--- src/rtl/tile_spawn_scanner.sv ---
`default_nettype none
// +------------------------------------------------------------------------+
// | Module  : tile_spawn_scanner                                           |
// | Purpose : Picks a uniformly indexed empty cell on the 2048 board for   |
// |           a new tile. It drives the shared cell selector. Pass 1       |
// |           counts the empty cells. Pass 2 walks the board to the        |
// |           (rnd mod count)-th empty cell and reports its position.      |
// | Ports   : clk, rst_n    - clock, asynchronous active-low reset         |
// |           start, rnd    - search request; rnd latched on accept        |
// |           sel_pos       - position presented to the cell selector      |
// |           sel_val       - cell value for sel_pos (0 = empty)           |
// |           busy, done    - in-progress flag, one-cycle completion pulse |
// |           full, pos     - result, valid with done                      |
// |           empty_cnt     - final empty count (only with the macro)      |
// | Options : define SPAWN_CNT_OUT_EN to add the empty_cnt output.        |
// | Rev     : 1.0  initial release                                         |
// +------------------------------------------------------------------------+
module tile_spawn_scanner #(
   parameter int CELLS  = 16,
   parameter int CELL_W = 4,
   parameter int POS_W  = 4,
   parameter int RND_W  = 8
) (
   input  logic              clk,
   input  logic              rst_n,
   input  logic              start,
   input  logic [RND_W-1:0]  rnd,
   output logic [POS_W-1:0]  sel_pos,
   input  logic [CELL_W-1:0] sel_val,
   output logic              busy,
   output logic              done,
   output logic              full,
   output logic [POS_W-1:0]  pos
`ifdef SPAWN_CNT_OUT_EN
   ,
   output logic [POS_W:0]    empty_cnt
`endif
);

   typedef enum logic [1:0] {
      ST_IDLE  = 2'd0,
      ST_COUNT = 2'd1,
      ST_PICK  = 2'd2,
      ST_FIND  = 2'd3
   } state_t;

   // Remainder is computed at the wider of the two operand widths.
   localparam int MOD_W = (RND_W > POS_W + 1) ? RND_W : POS_W + 1;

   localparam logic [POS_W-1:0] C_LAST_POS = POS_W'(CELLS - 1);
   localparam logic [POS_W-1:0] C_POS_ONE  = POS_W'(1);
   localparam logic [POS_W:0]   C_CNT_ONE  = (POS_W + 1)'(1);
   localparam logic [MOD_W-1:0] C_MOD_ONE  = MOD_W'(1);

   state_t             state_q, state_d;
   logic [POS_W-1:0]   scan_q, scan_d;
   logic [POS_W:0]     cnt_q, cnt_d;
   logic [MOD_W-1:0]   hit_q, hit_d;
   logic [MOD_W-1:0]   target_q, target_d;
   logic [RND_W-1:0]   rnd_q, rnd_d;
   logic [POS_W-1:0]   pos_q, pos_d;
   logic               busy_q, busy_d;
   logic               done_q, done_d;
   logic               full_q, full_d;
`ifdef SPAWN_CNT_OUT_EN
   logic [POS_W:0]     empty_cnt_q, empty_cnt_d;
`endif

   logic               w_cell_empty;
   logic [MOD_W-1:0]   w_rnd_ext;
   logic [MOD_W-1:0]   w_cnt_ext;
   logic [MOD_W-1:0]   w_rem;

   assign w_cell_empty = (sel_val == '0);
   assign w_rnd_ext    = MOD_W'(rnd_q);
   // Divisor forced non-zero so the unused remainder never goes unknown
   // while the count is still zero.
   assign w_cnt_ext    = (cnt_q == '0) ? C_MOD_ONE : MOD_W'(cnt_q);
   assign w_rem        = w_rnd_ext % w_cnt_ext;

   // The selector only sees a live scan index while a pass is walking.
   assign sel_pos = ((state_q == ST_COUNT) || (state_q == ST_FIND)) ? scan_q : '0;

   always_comb begin
      state_d  = state_q;
      scan_d   = scan_q;
      cnt_d    = cnt_q;
      hit_d    = hit_q;
      target_d = target_q;
      rnd_d    = rnd_q;
      pos_d    = pos_q;
      busy_d   = busy_q;
      done_d   = 1'b0;
      full_d   = full_q;
      unique case (state_q)
         ST_IDLE: begin
            if (start) begin
               rnd_d   = rnd;
               scan_d  = '0;
               cnt_d   = '0;
               busy_d  = 1'b1;
               state_d = ST_COUNT;
            end
         end
         ST_COUNT: begin
            if (w_cell_empty) cnt_d = cnt_q + C_CNT_ONE;
            if (scan_q == C_LAST_POS) state_d = ST_PICK;
            else                      scan_d  = scan_q + C_POS_ONE;
         end
         ST_PICK: begin
            if (cnt_q == '0) begin
               done_d  = 1'b1;
               full_d  = 1'b1;
               busy_d  = 1'b0;
               state_d = ST_IDLE;
            end else begin
               target_d = w_rem;
               scan_d   = '0;
               hit_d    = '0;
               state_d  = ST_FIND;
            end
         end
         ST_FIND: begin
            if (w_cell_empty && (hit_q == target_q)) begin
               pos_d   = scan_q;
               full_d  = 1'b0;
               done_d  = 1'b1;
               busy_d  = 1'b0;
               state_d = ST_IDLE;
            end else begin
               if (w_cell_empty) hit_d = hit_q + C_MOD_ONE;
               // Running off the end means the board changed under us.
               if (scan_q == C_LAST_POS) begin
                  done_d  = 1'b1;
                  full_d  = 1'b1;
                  busy_d  = 1'b0;
                  state_d = ST_IDLE;
               end else begin
                  scan_d = scan_q + C_POS_ONE;
               end
            end
         end
         default: state_d = ST_IDLE;
      endcase
   end

`ifdef SPAWN_CNT_OUT_EN
   always_comb begin
      empty_cnt_d = empty_cnt_q;
      if (done_d) empty_cnt_d = cnt_q;
   end
   assign empty_cnt = empty_cnt_q;
`endif

   always_ff @(posedge clk or negedge rst_n) begin
      if (!rst_n) begin
         state_q  <= ST_IDLE;
         scan_q   <= '0;
         cnt_q    <= '0;
         hit_q    <= '0;
         target_q <= '0;
         rnd_q    <= '0;
         pos_q    <= '0;
         busy_q   <= 1'b0;
         done_q   <= 1'b0;
         full_q   <= 1'b0;
`ifdef SPAWN_CNT_OUT_EN
         empty_cnt_q <= '0;
`endif
      end else begin
         state_q  <= state_d;
         scan_q   <= scan_d;
         cnt_q    <= cnt_d;
         hit_q    <= hit_d;
         target_q <= target_d;
         rnd_q    <= rnd_d;
         pos_q    <= pos_d;
         busy_q   <= busy_d;
         done_q   <= done_d;
         full_q   <= full_d;
`ifdef SPAWN_CNT_OUT_EN
         empty_cnt_q <= empty_cnt_d;
`endif
      end
   end

   assign busy = busy_q;
   assign done = done_q;
   assign full = full_q;
   assign pos  = pos_q;

endmodule
`default_nettype wire

--- config.mk ---
export PLATFORM = sky130hd
export DESIGN_NAME = tile_spawn_scanner
export DESIGN_NICKNAME = d
export VERILOG_FILES = /design/src/rtl/tile_spawn_scanner.sv
export SDC_FILE = /design/constraint.sdc
export NUM_CORES = 1
export LEC_CHECK = 0
export ABC_AREA = 1
export BUFFER_PORTS_ARGS = -buffer_cell sky130_fd_sc_hd__clkbuf_2
export CAP_MARGIN = 20
export CORE_AREA = 10 10 136 138
export CTS_CLUSTER_DIAMETER = 120
export CTS_CLUSTER_SIZE = 28
export DETAILED_ROUTE_END_ITERATION = 6
export DIE_AREA = 0 0 146 148
export SLEW_MARGIN = 20
export SYNTH_ARGS = -nofsm -noshare
export SYNTH_HDL_FRONTEND = slang
export SYNTH_SLANG_ARGS = --single-unit
export TNS_END_PERCENT = 5
--- constraint.sdc ---
create_clock -name clk -period 9.72 [get_ports clk]
set_clock_uncertainty 0.15 [all_clocks]
set_input_delay 2.916 -clock clk [delete_from_list [all_inputs] [get_ports clk]]
set_output_delay 2.916 -clock clk [all_outputs]
set_load 0.05 [all_outputs]
==> impl_metrics.yaml, run 1 <==
cells_and_area:
  diodes: 0
  final_area_mm2: 0.004684
  layout.nets: 657
  syn_to_final_growth_pct: 20.54
  fill_cells: 1698
  drive_gt1_share_pct: 20.88
grt:
  grt_pass1_vias: 3296
  grt_antenna_before_repair: 0
  track_usage_pct: 8.119
  grt-ovfl-total: 0
  grt_pass1_wl_mm: 15.09
  grt_max_degree: 43
cts:
  cts_sinks: 42
  clkLatencyLatePin_ps: 280
  tritoncts: "done"
  cts_made_buffers: 5
  clkTransAtPathRegs_ps: 60
  clockBufferDepth: 2
  h-tree-depth: 2
  cts_root_buffer: "clkbuf_16"
critical_path:
  r2r_cells: 66
  cp_top_family: "simple AND/OR/NAND/NOR gates"
  arrival_ps: 8980
  path_depth: 66
  crit_top_cell: "nand2_2"
  reg2reg_slack_ps: 750
  r2r_start: "cnt_q[1]"
  crit_slowest_cell: "dfrtp_1"
  path_class: "flop to flop"
  worst_r2r_endpoint: "target_q[1]"
  cp-endpoint: "target_q[1]"
  path_max_fanout: 9
  crit_buf_inv: 8
  cp-end-kind: "flop"
  slowest_delay_ps: 400
  crit_start: "cnt_q[1]"
  setup.worst_path.start_class: "flop"
  cp.required_ps: 9730
sta:
  hold_viol: 0
  tightest_slew_ps: 925.1
  final-max-slew-violation-count: 0
  period_share_pct: 92.26
  final.min_clock_period_ps: 8967
  fin_hold_ws_ps: 331.6
  setup_violations: 0
  fmax_mhz: 111.5
  maxSlewHeadroom_pct: 38.32
  setup-tns-final_ps: 0
drt:
  vias_per_cell: 4.341
  drt_first_pass_iters: 4
  final_antenna_net_count: 0
  drt-wirelength-per-cell_um: 10.87
  drc: 0
  wirelength_mm: 9.013
  vias: 3599
  drt_iter0_drc: 134
logic_synthesis:
  synth.area.top_cells: "dfrtp_1, nand2_1, ha_1"
  syn-num-nets: 612
  avgSynthCellArea_um2: 6.854
  synth_area_leader_cell: "dfrtp_1"
  synth_edf_count: 0
  ys_ff_latch: 42
  synth_cells: 567
  syn_area_mm2: 0.003886
  ys.warnings.count: 0
  ys.flop_type: "dfrtp_1"
  yosysTopAreaCellShare_pct: 27.04
  async_flop_share_pct: 100.0
  synth.distinct_cells: 39
  synth_top_cells_by_count: "nand2_1, inv_1, nand3_1, dfrtp_1, o21ai_0"
  yosysSeqAreaShare_pct: 27.04
  yosysMostFrequentCell: "nand2_1"
place:
  dpl.hpwl_mm: 7.073
  postPlaceCellArea_mm2: 0.004314
  io_buffers: 25
  place_congestion: 0.8391
die:
  die_w_um: 146
  rows: 46
  io_pins: 26
  die_area_mm2: 0.02161
  dieHeight_um: 148
  design.core.area_mm2: 0.01571
  start_util_pct: 24.73
worst_hold_path:
  hold_path.class: "flop to flop"
job:
  max-cap-violations: 0
outcome:
  status: "complete, no violations"
[what timing repair did]
| action | CTS | global route |
|---|---|---|
| gates resized for setup | 0 | 29 |
| hold buffers | 0 | 0 |
| setup endpoints to repair | 0 | 8 |
| setup buffers | 0 | 10 |
[metrics by stage]
stage	std cells	util, %	setup WS, ps
after global routing	829	29.81	-62.40
after CTS	818	28.36	144.9
after detailed placement	810	27.46	181.9
after global placement	810	27.46	351.6
final	829	29.81	752.8
after floorplan	567	-	479.3
[cell usage in the layout, fill, tap and decap left out, types with 9 or more instances in the layout]
cell type / netlist / final
a21oi_1: 21 / 19
buf_4: 0 / 16
clkbuf_2: 0 / 24
dfrtp_1: 42 / 42
ha_1: 29 / 22
inv_1: 83 / 81
nand2_1: 147 / 146
nand2_2: 20 / 21
nand3_1: 50 / 50
nand3_2: 9 / 9
nand4_1: 12 / 12
nor2_1: 35 / 34
nor3_1: 11 / 11
o21ai_0: 37 / 28
xnor2_1: 9 / 9
[layer usage]
| layer | global-route usage [%] | part of all wire [%] | vias up |
|---|---|---|---|
| met5 | 0 | 0 | - |
| met4 | 2.402 | 0.90 | 0 |
| met3 | 1.252 | 2.5 | 8 |
| met2 | 13.73 | 48 | 28 |
| met1 | 10.43 | 48 | 1634 |
| li1 | - | - | 1929 |
[layout make-up]
cell class	count	area, um2	area share (%)
Sequential cell	42	1051	22.44
Tap cell	216	270.3	5.769
Multi-Input combinational cell	432	2611	55.74
Clock inverter	2	13.76	0.2938
Timing Repair Buffer	43	276.5	5.903
Inverter	88	332.8	7.105
Clock buffer	6	128.9	2.751
[worst register-to-register path, delay by kind of cell (launching register included)]
kind / cells / cell delay (ps)
simple gates: 37 / 3110
fa+ha+maj: 8 / 2200
buf+inv: 8 / 1010
compound gates: 13 / 1970
flops: 1 / 400
[sequential cells by signal (all words and copies together) (netlist names)]
signal / flops
hit_q: 8
rnd_q: 8
target_q: 8
cnt_q: 5
pos: 4
scan_q: 4
state_q: 2
busy: 1
done: 1
full: 1
[kinds of logic after synthesis]
kind of cell	after synthesis	share of synthesized area, %
fa+ha+maj	30	9.852
xor+xnor	15	3.381
flops	42	27.04
simple gates	317	40.89
buf+inv	93	9.079
compound gates	70	9.756
[how the worst min path moves through the flow]
stage	cells after the start	from	end	slack [ps]
floorplan	2	target_q[4]	target_q[4]	310
global placement	2	pos[2]	pos[2]	320
detailed placement	2	pos[1]	pos[1]	320
CTS	2	pos[1]	pos[1]	340
global route	2	pos[0]	pos[0]	360
finish	2	pos[1]	pos[1]	330
Power of run 1 is not shown: default switching activity piles up to over one toggle a cycle in this logic, so the estimate is an artifact.
==> run 2, diff against run 1 <==
--- a/config.mk
+++ b/config.mk
@@ -5,14 +5,13 @@
 export SDC_FILE = /design/constraint.sdc
 export NUM_CORES = 1
 export LEC_CHECK = 0
-export ABC_AREA = 1
 export BUFFER_PORTS_ARGS = -buffer_cell sky130_fd_sc_hd__clkbuf_2
 export CAP_MARGIN = 20
-export CORE_AREA = 10 10 136 138
+export CORE_AREA = 10 10 131 133
 export CTS_CLUSTER_DIAMETER = 120
 export CTS_CLUSTER_SIZE = 28
 export DETAILED_ROUTE_END_ITERATION = 6
-export DIE_AREA = 0 0 146 148
+export DIE_AREA = 0 0 141 143
 export SLEW_MARGIN = 20
 export SYNTH_ARGS = -nofsm -noshare
 export SYNTH_HDL_FRONTEND = slang
==> run 2 against run 1 <==
  * The run now ends with negative setup slack left
  * Global-route usage up 1.7 points
  * First-iteration DRC count down 29%
  * Area after synthesis down 8.7%
  * Sequential share of layout area shrank 1.7 points
  * Largest cell class unchanged
  * Highest routed layer unchanged
==> impl_metrics.yaml, run 2 <==
cts:
  hold_buffers: 0
  cts_root_buffer: "clkbuf_16"
  clkLatencyLatePin_ps: 290
  clockBufferDepth: 2
  h-tree-depth: 2
  tritoncts: "done"
  cts_made_buffers: 5
  cts_sinks: 42
  clkTransAtPathRegs_ps: 60
die:
  start_util_pct: 24.61
  rows: 44
  dieHeight_um: 143
  die_w_um: 141
  design.core.area_mm2: 0.01442
  die_area_mm2: 0.02016
  io_pins: 26
critical_path:
  slowest_delay_ps: 500
  r2r_start: "cnt_q[0]"
  path_max_fanout: 7
  crit_top_cell: "buf_4"
  setup.worst_path.start_class: "flop"
  crit_slowest_cell: "or4b_4"
  worst_r2r_endpoint: "target_q[3]"
  cp.required_ps: 9720
  path_class: "flop to flop"
  cp-end-kind: "flop"
  r2r_cells: 59
  arrival_ps: 10040
  reg2reg_slack_ps: -320
logic_synthesis:
  synthAdderAreaFrac_pct: 10.79
  synthXorXnorAreaFrac_pct: 7.649
  yosysSeqAreaShare_pct: 29.61
  synth-simple-area-share_pct: 21.01
  synth_compound_area_share_pct: 18.47
  ys.flop_type: "dfrtp_1"
  synth_top_family_by_area: "simple AND/OR/NAND/NOR gates"
  syn-num-nets: 445
  synth.distinct_cells: 62
  yosysTopAreaCellShare_pct: 29.61
  synth_cells: 400
  ys_ff_latch: 42
  synth_edf_count: 0
  synth.area.top_cells: "dfrtp_1, ha_1, mux2_2"
  ys.warnings.count: 0
  synth_top_cells_by_count: "dfrtp_1, nand2_1, nor2_1, ha_1, a21oi_1"
  async_flop_share_pct: 100.0
  avgSynthCellArea_um2: 8.874
  syn_area_mm2: 0.003550
  muxShareOfSynthArea_pct: 8.777
  yosysMostFrequentCell: "dfrtp_1"
  synth_area_leader_cell: "dfrtp_1"
sta:
  period_share_pct: 103.2
  finalWorstSetupSlack_ps: -315.8
  fmax_mhz: 99.64
  tightest_slew_ps: 1015
  final.min_clock_period_ps: 10040
  final-max-slew-violation-count: 0
  setup_violations: 8
  maxSlewHeadroom_pct: 31.37
  rsz0062_at_grt: "true"
  hold_viol: 0
place:
  dp.cells: 672
  io_buffers: 25
  postPlaceCellArea_mm2: 0.004604
  pre_cts_slack_ps: -476.3
  place_congestion: 0.8532
  dpl.hpwl_mm: 7.155
grt:
  grt-ovfl-total: 0
  grt_pass1_vias: 3472
  grt_antenna_before_repair: 0
  grt_max_degree: 43
  grt_pass1_wl_mm: 16.57
  track_usage_pct: 9.815
outcome:
  status: "complete, but fails checks"
  violations: "negative setup slack"
drt:
  wirelength_mm: 10.03
  drt-wirelength-per-cell_um: 14.20
  drt_iter0_drc: 95
  drt_first_pass_iters: 4
  drc: 0
  final_antenna_net_count: 0
  vias_per_cell: 4.860
  vias: 3431
cells_and_area:
  final_area_mm2: 0.005070
  seq_area_mm2: 0.001054
  utilization_pct: 35.15
  reg_top3: "hit_q x8, rnd_q x8, target_q x8"
  syn_to_final_growth_pct: 42.83
  diodes: 0
  multi_input_area_mm2: 0.002690
  drive_gt1_share_pct: 39.46
  layout.nets: 566
  fill_cells: 1472
  final_common_cell: "buf_4"
  mostFrequentLayoutCells: "buf_4, dfrtp_1, nor2_1"
  final_cells: 706
worst_hold_path:
  min_from: "full"
  min_path_cells: 2
  hold_end: "full"
  hold_path.class: "flop to flop"
job:
  max-cap-violations: 0
## run 2: cell types whose count changed in the layout (fill, tap and decap cells not counted), moves of 14 or more
cell	delta
nand2_2	-17
buf_4	+84
mux2_2	+19
inv_1	-66
nand3_1	-39
a21o_1	+14
nand2_1	-117
## run 2: worst max-delay path, delay by kind of cell, from the launching register on
family,cells,cell delay [ps]
XOR/XNOR,3,380
multiplexers,3,840
flip-flops,1,420
AND/OR/NAND/NOR,7,1030
adder cells (fa/ha/maj),6,1320
AO/OA/AOI/OAI,17,2880
buffers and inverters,23,2880
## run 2: stage by stage
step | hold WS (ps) | setup TNS (ps)
2_1_floorplan | 326.2 | -3061
3_3_place_gp | 334.6 | -1561
3_5_place_dp | 345.8 | -3458
4_1_cts | 360.6 | -440.9
5_1_grt | 380.1 | -5717
6_report | 358.7 | -2115
## run 2: worst max path at each step
stage                  start     endpoint  slack (ps)  cells after the start
floorplan           cnt_q[0]  target_q[4]        -420                     51
global placement    cnt_q[1]  target_q[1]        -240                     50
detailed placement  cnt_q[1]  target_q[3]        -480                     50
CTS                 cnt_q[1]  target_q[3]         -90                     60
global route        cnt_q[0]  target_q[5]        -770                     60
finish              cnt_q[0]  target_q[3]        -320                     59
## run 2: what timing repair did
item | 4_1_cts | 5_1_grt
setup buffers | 25 | 1
setup endpoints to repair | 8 | 8
resized for setup | 12 | 12
pin swaps | 15 | 8
## run 2: kinds of logic (layout without fill, tap and decap cells)
family / after synthesis / in the layout
AOI/OAI and AO/OA: 98 / 98
xor gates and xnor gates: 31 / 31
adders and majority gates: 30 / 30
buffers and inverters: 29 / 151
DFF: 42 / 42
muxes: 28 / 28
and+or+nand+nor: 142 / 142
## run 2: layout make-up
cell class	instances	area share [%]
Clock buffer	6	2.542
Inverter	17	1.308
Sequential cell	42	20.78
Tap cell	184	4.541
Clock inverter	2	0.2715
Timing Repair Buffer	126	17.50
Multi-Input combinational cell	329	53.06
## run 2: routing by layer
metal	vias up	wire, um	track usage, %
li1	1703	-	-
met4	0	308	4.457
met3	21	298	1.924
met1	1654	4439	11.01
met2	53	4979	17.56
met5	-	0	0
Power of run 2 is left out for the same reason.
==> run 3, diff against run 2 <==
--- a/config.mk
+++ b/config.mk
@@ -12,6 +12,8 @@
 export CTS_CLUSTER_SIZE = 28
 export DETAILED_ROUTE_END_ITERATION = 6
 export DIE_AREA = 0 0 141 143
+export GPL_TIMING_DRIVEN = 0
+export SKIP_LAST_GASP = 1
 export SLEW_MARGIN = 20
 export SYNTH_ARGS = -nofsm -noshare
 export SYNTH_HDL_FRONTEND = slang
==> run 3 against run 2 <==
  * The run still ends with negative setup slack left
  * Setup slack got worse by 220 ps
  * Fmax decreased by 2.2%
  * Register-to-register slack got worse by 220 ps
  * Critical endpoint is now target_q[2]
  * Routed wire length decreased by 8.4%
  * Non-clock buffer count decreased by 60
  * Global-route usage decreased by 0.84 points
  * Utilization decreased by 2.7 points
  * Worst hold slack got worse by 13 ps
  * Highest routed layer unchanged
==> impl_metrics.yaml, run 3 (same netlist as run 2, synthesis figures left out) <==
sta:
  final.min_clock_period_ps: 10260
  hold_viol: 0
  tightest_slew_ps: 1093
  setup_violations: 8
  finalWorstSetupSlack_ps: -537.7
  final-max-slew-violation-count: 0
  rsz0062_at_grt: "true"
  period_share_pct: 105.5
  fmax_mhz: 97.49
  maxSlewHeadroom_pct: 26.96
critical_path:
  path_max_fanout: 7
  crit_slowest_cell: "or4b_4"
  arrival_ps: 10270
  path_class: "flop to flop"
  r2r_start: "cnt_q[0]"
  reg2reg_slack_ps: -540
  slowest_delay_ps: 540
  cp.required_ps: 9730
  cp-end-kind: "flop"
  worst_r2r_endpoint: "target_q[2]"
  setup.worst_path.start_class: "flop"
  r2r_cells: 52
drt:
  vias: 3211
  drc: 0
  drt-wirelength-per-cell_um: 14.22
  drt_iter0_drc: 155
  wirelength_mm: 9.184
  drt_first_pass_iters: 4
  final_antenna_net_count: 0
  vias_per_cell: 4.971
grt:
  grt_pass1_wl_mm: 15.47
  track_usage_pct: 8.973
  grt_max_degree: 43
  grt-ovfl-total: 0
  grt_antenna_before_repair: 0
  grt_pass1_vias: 3274
cells_and_area:
  mostFrequentLayoutCells: "dfrtp_1, nand2_1, buf_4"
  final_area_mm2: 0.004684
  reg_top3: "hit_q x8, rnd_q x8, target_q x8"
  final_common_cell: "dfrtp_1"
  diodes: 0
  syn_to_final_growth_pct: 31.97
  fill_cells: 1500
  layout.nets: 506
  drive_gt1_share_pct: 31.60
worst_hold_path:
  min_from: "full"
  hold_end: "full"
  min_path_cells: 2
  hold_path.class: "flop to flop"
cts:
  h-tree-depth: 2
  cts_sinks: 42
  cts_made_buffers: 5
  tritoncts: "done"
  clkLatencyLatePin_ps: 280
  clockBufferDepth: 2
  cts_root_buffer: "clkbuf_16"
  clkTransAtPathRegs_ps: 60
die:
  start_util_pct: 24.61
  die_area_mm2: 0.02016
  rows: 44
  design.core.area_mm2: 0.01442
  dieHeight_um: 143
  io_pins: 26
  die_w_um: 141
job:
  max-cap-violations: 0
place:
  pre_cts_slack_ps: -1589
  dpl.hpwl_mm: 6.616
  place_congestion: 0.8495
  io_buffers: 25
  postPlaceCellArea_mm2: 0.004104
outcome:
  status: "complete, but fails checks"
  violations: "negative setup slack"
[run 3: changes by cell type in the layout (fill, tap and decap cells not counted), moves of 2 or more]
cell,previous run,this run
ha_1,21,19
o21ai_1,3,1
clkbuf_1,1,9
ha_4,8,10
a21oi_2,6,9
buf_4,100,30
a21oi_1,17,15
[run 3: worst max-delay path by stage]
stage	end	slack, ps	from
2_1_floorplan	target_q[4]	-420	cnt_q[0]
3_3_place_gp	target_q[1]	-1300	cnt_q[0]
3_5_place_dp	target_q[2]	-1590	cnt_q[0]
4_1_cts	target_q[5]	-420	cnt_q[0]
5_1_grt	target_q[7]	-1000	cnt_q[0]
6_report	target_q[2]	-540	cnt_q[0]
[run 3: metrics by stage]
stage	std cells	TNS, ps	hold WS, ps	utilization [%]
after global placement	609	-10140	335.2	28.45
after floorplan	400	-3061	326.2	-
final	646	-3868	345.4	32.48
after global routing	646	-7657	386.5	32.48
after CTS	646	-3013	351.8	32.15
after detailed placement	609	-12220	337.9	28.45
[run 3: worst max-delay path, delay by kind of cell, from the launching register on]
family,cells,cell delay (ps)
AOI/OAI and AO/OA,27,4560
xor gates and xnor gates,2,320
adders and majority gates,8,2000
buffers and inverters,5,610
DFF,1,430
muxes,2,570
and+or+nand+nor,8,1470
[run 3: metal layers]
metal  global-route usage, %  routed length (um)  vias to the layer above
li1                        -                   -                     1571
met1                   10.68                3988                     1562
met2                   16.11                4663                       62
met3                   1.725                 378                       16
met4                   2.283                 153                        0
met5                       0                   0                        -
[run 3: repair_timing]
action / CTS / global route
hold buffers: 0 / 0
pin swaps: 27 / 0
endpoints found under the setup margin: 8 / 8
setup buffers: 30 / 0
resized for setup: 23 / 9
[run 3: cell type report]
cell class / instances / area (um2) / share of cell area (%)
Multi-Input combinational cell: 329 / 2750 / 58.71
Sequential cell: 42 / 1054 / 22.49
Timing Repair Buffer: 55 / 350.3 / 7.479
Tap cell: 184 / 230.2 / 4.915
Clock buffer: 6 / 128.9 / 2.751
Buffer: 11 / 67.56 / 1.442
Inverter: 17 / 66.31 / 1.416
Clock inverter: 2 / 37.54 / 0.8013
Power of run 3 is left out for the same reason.
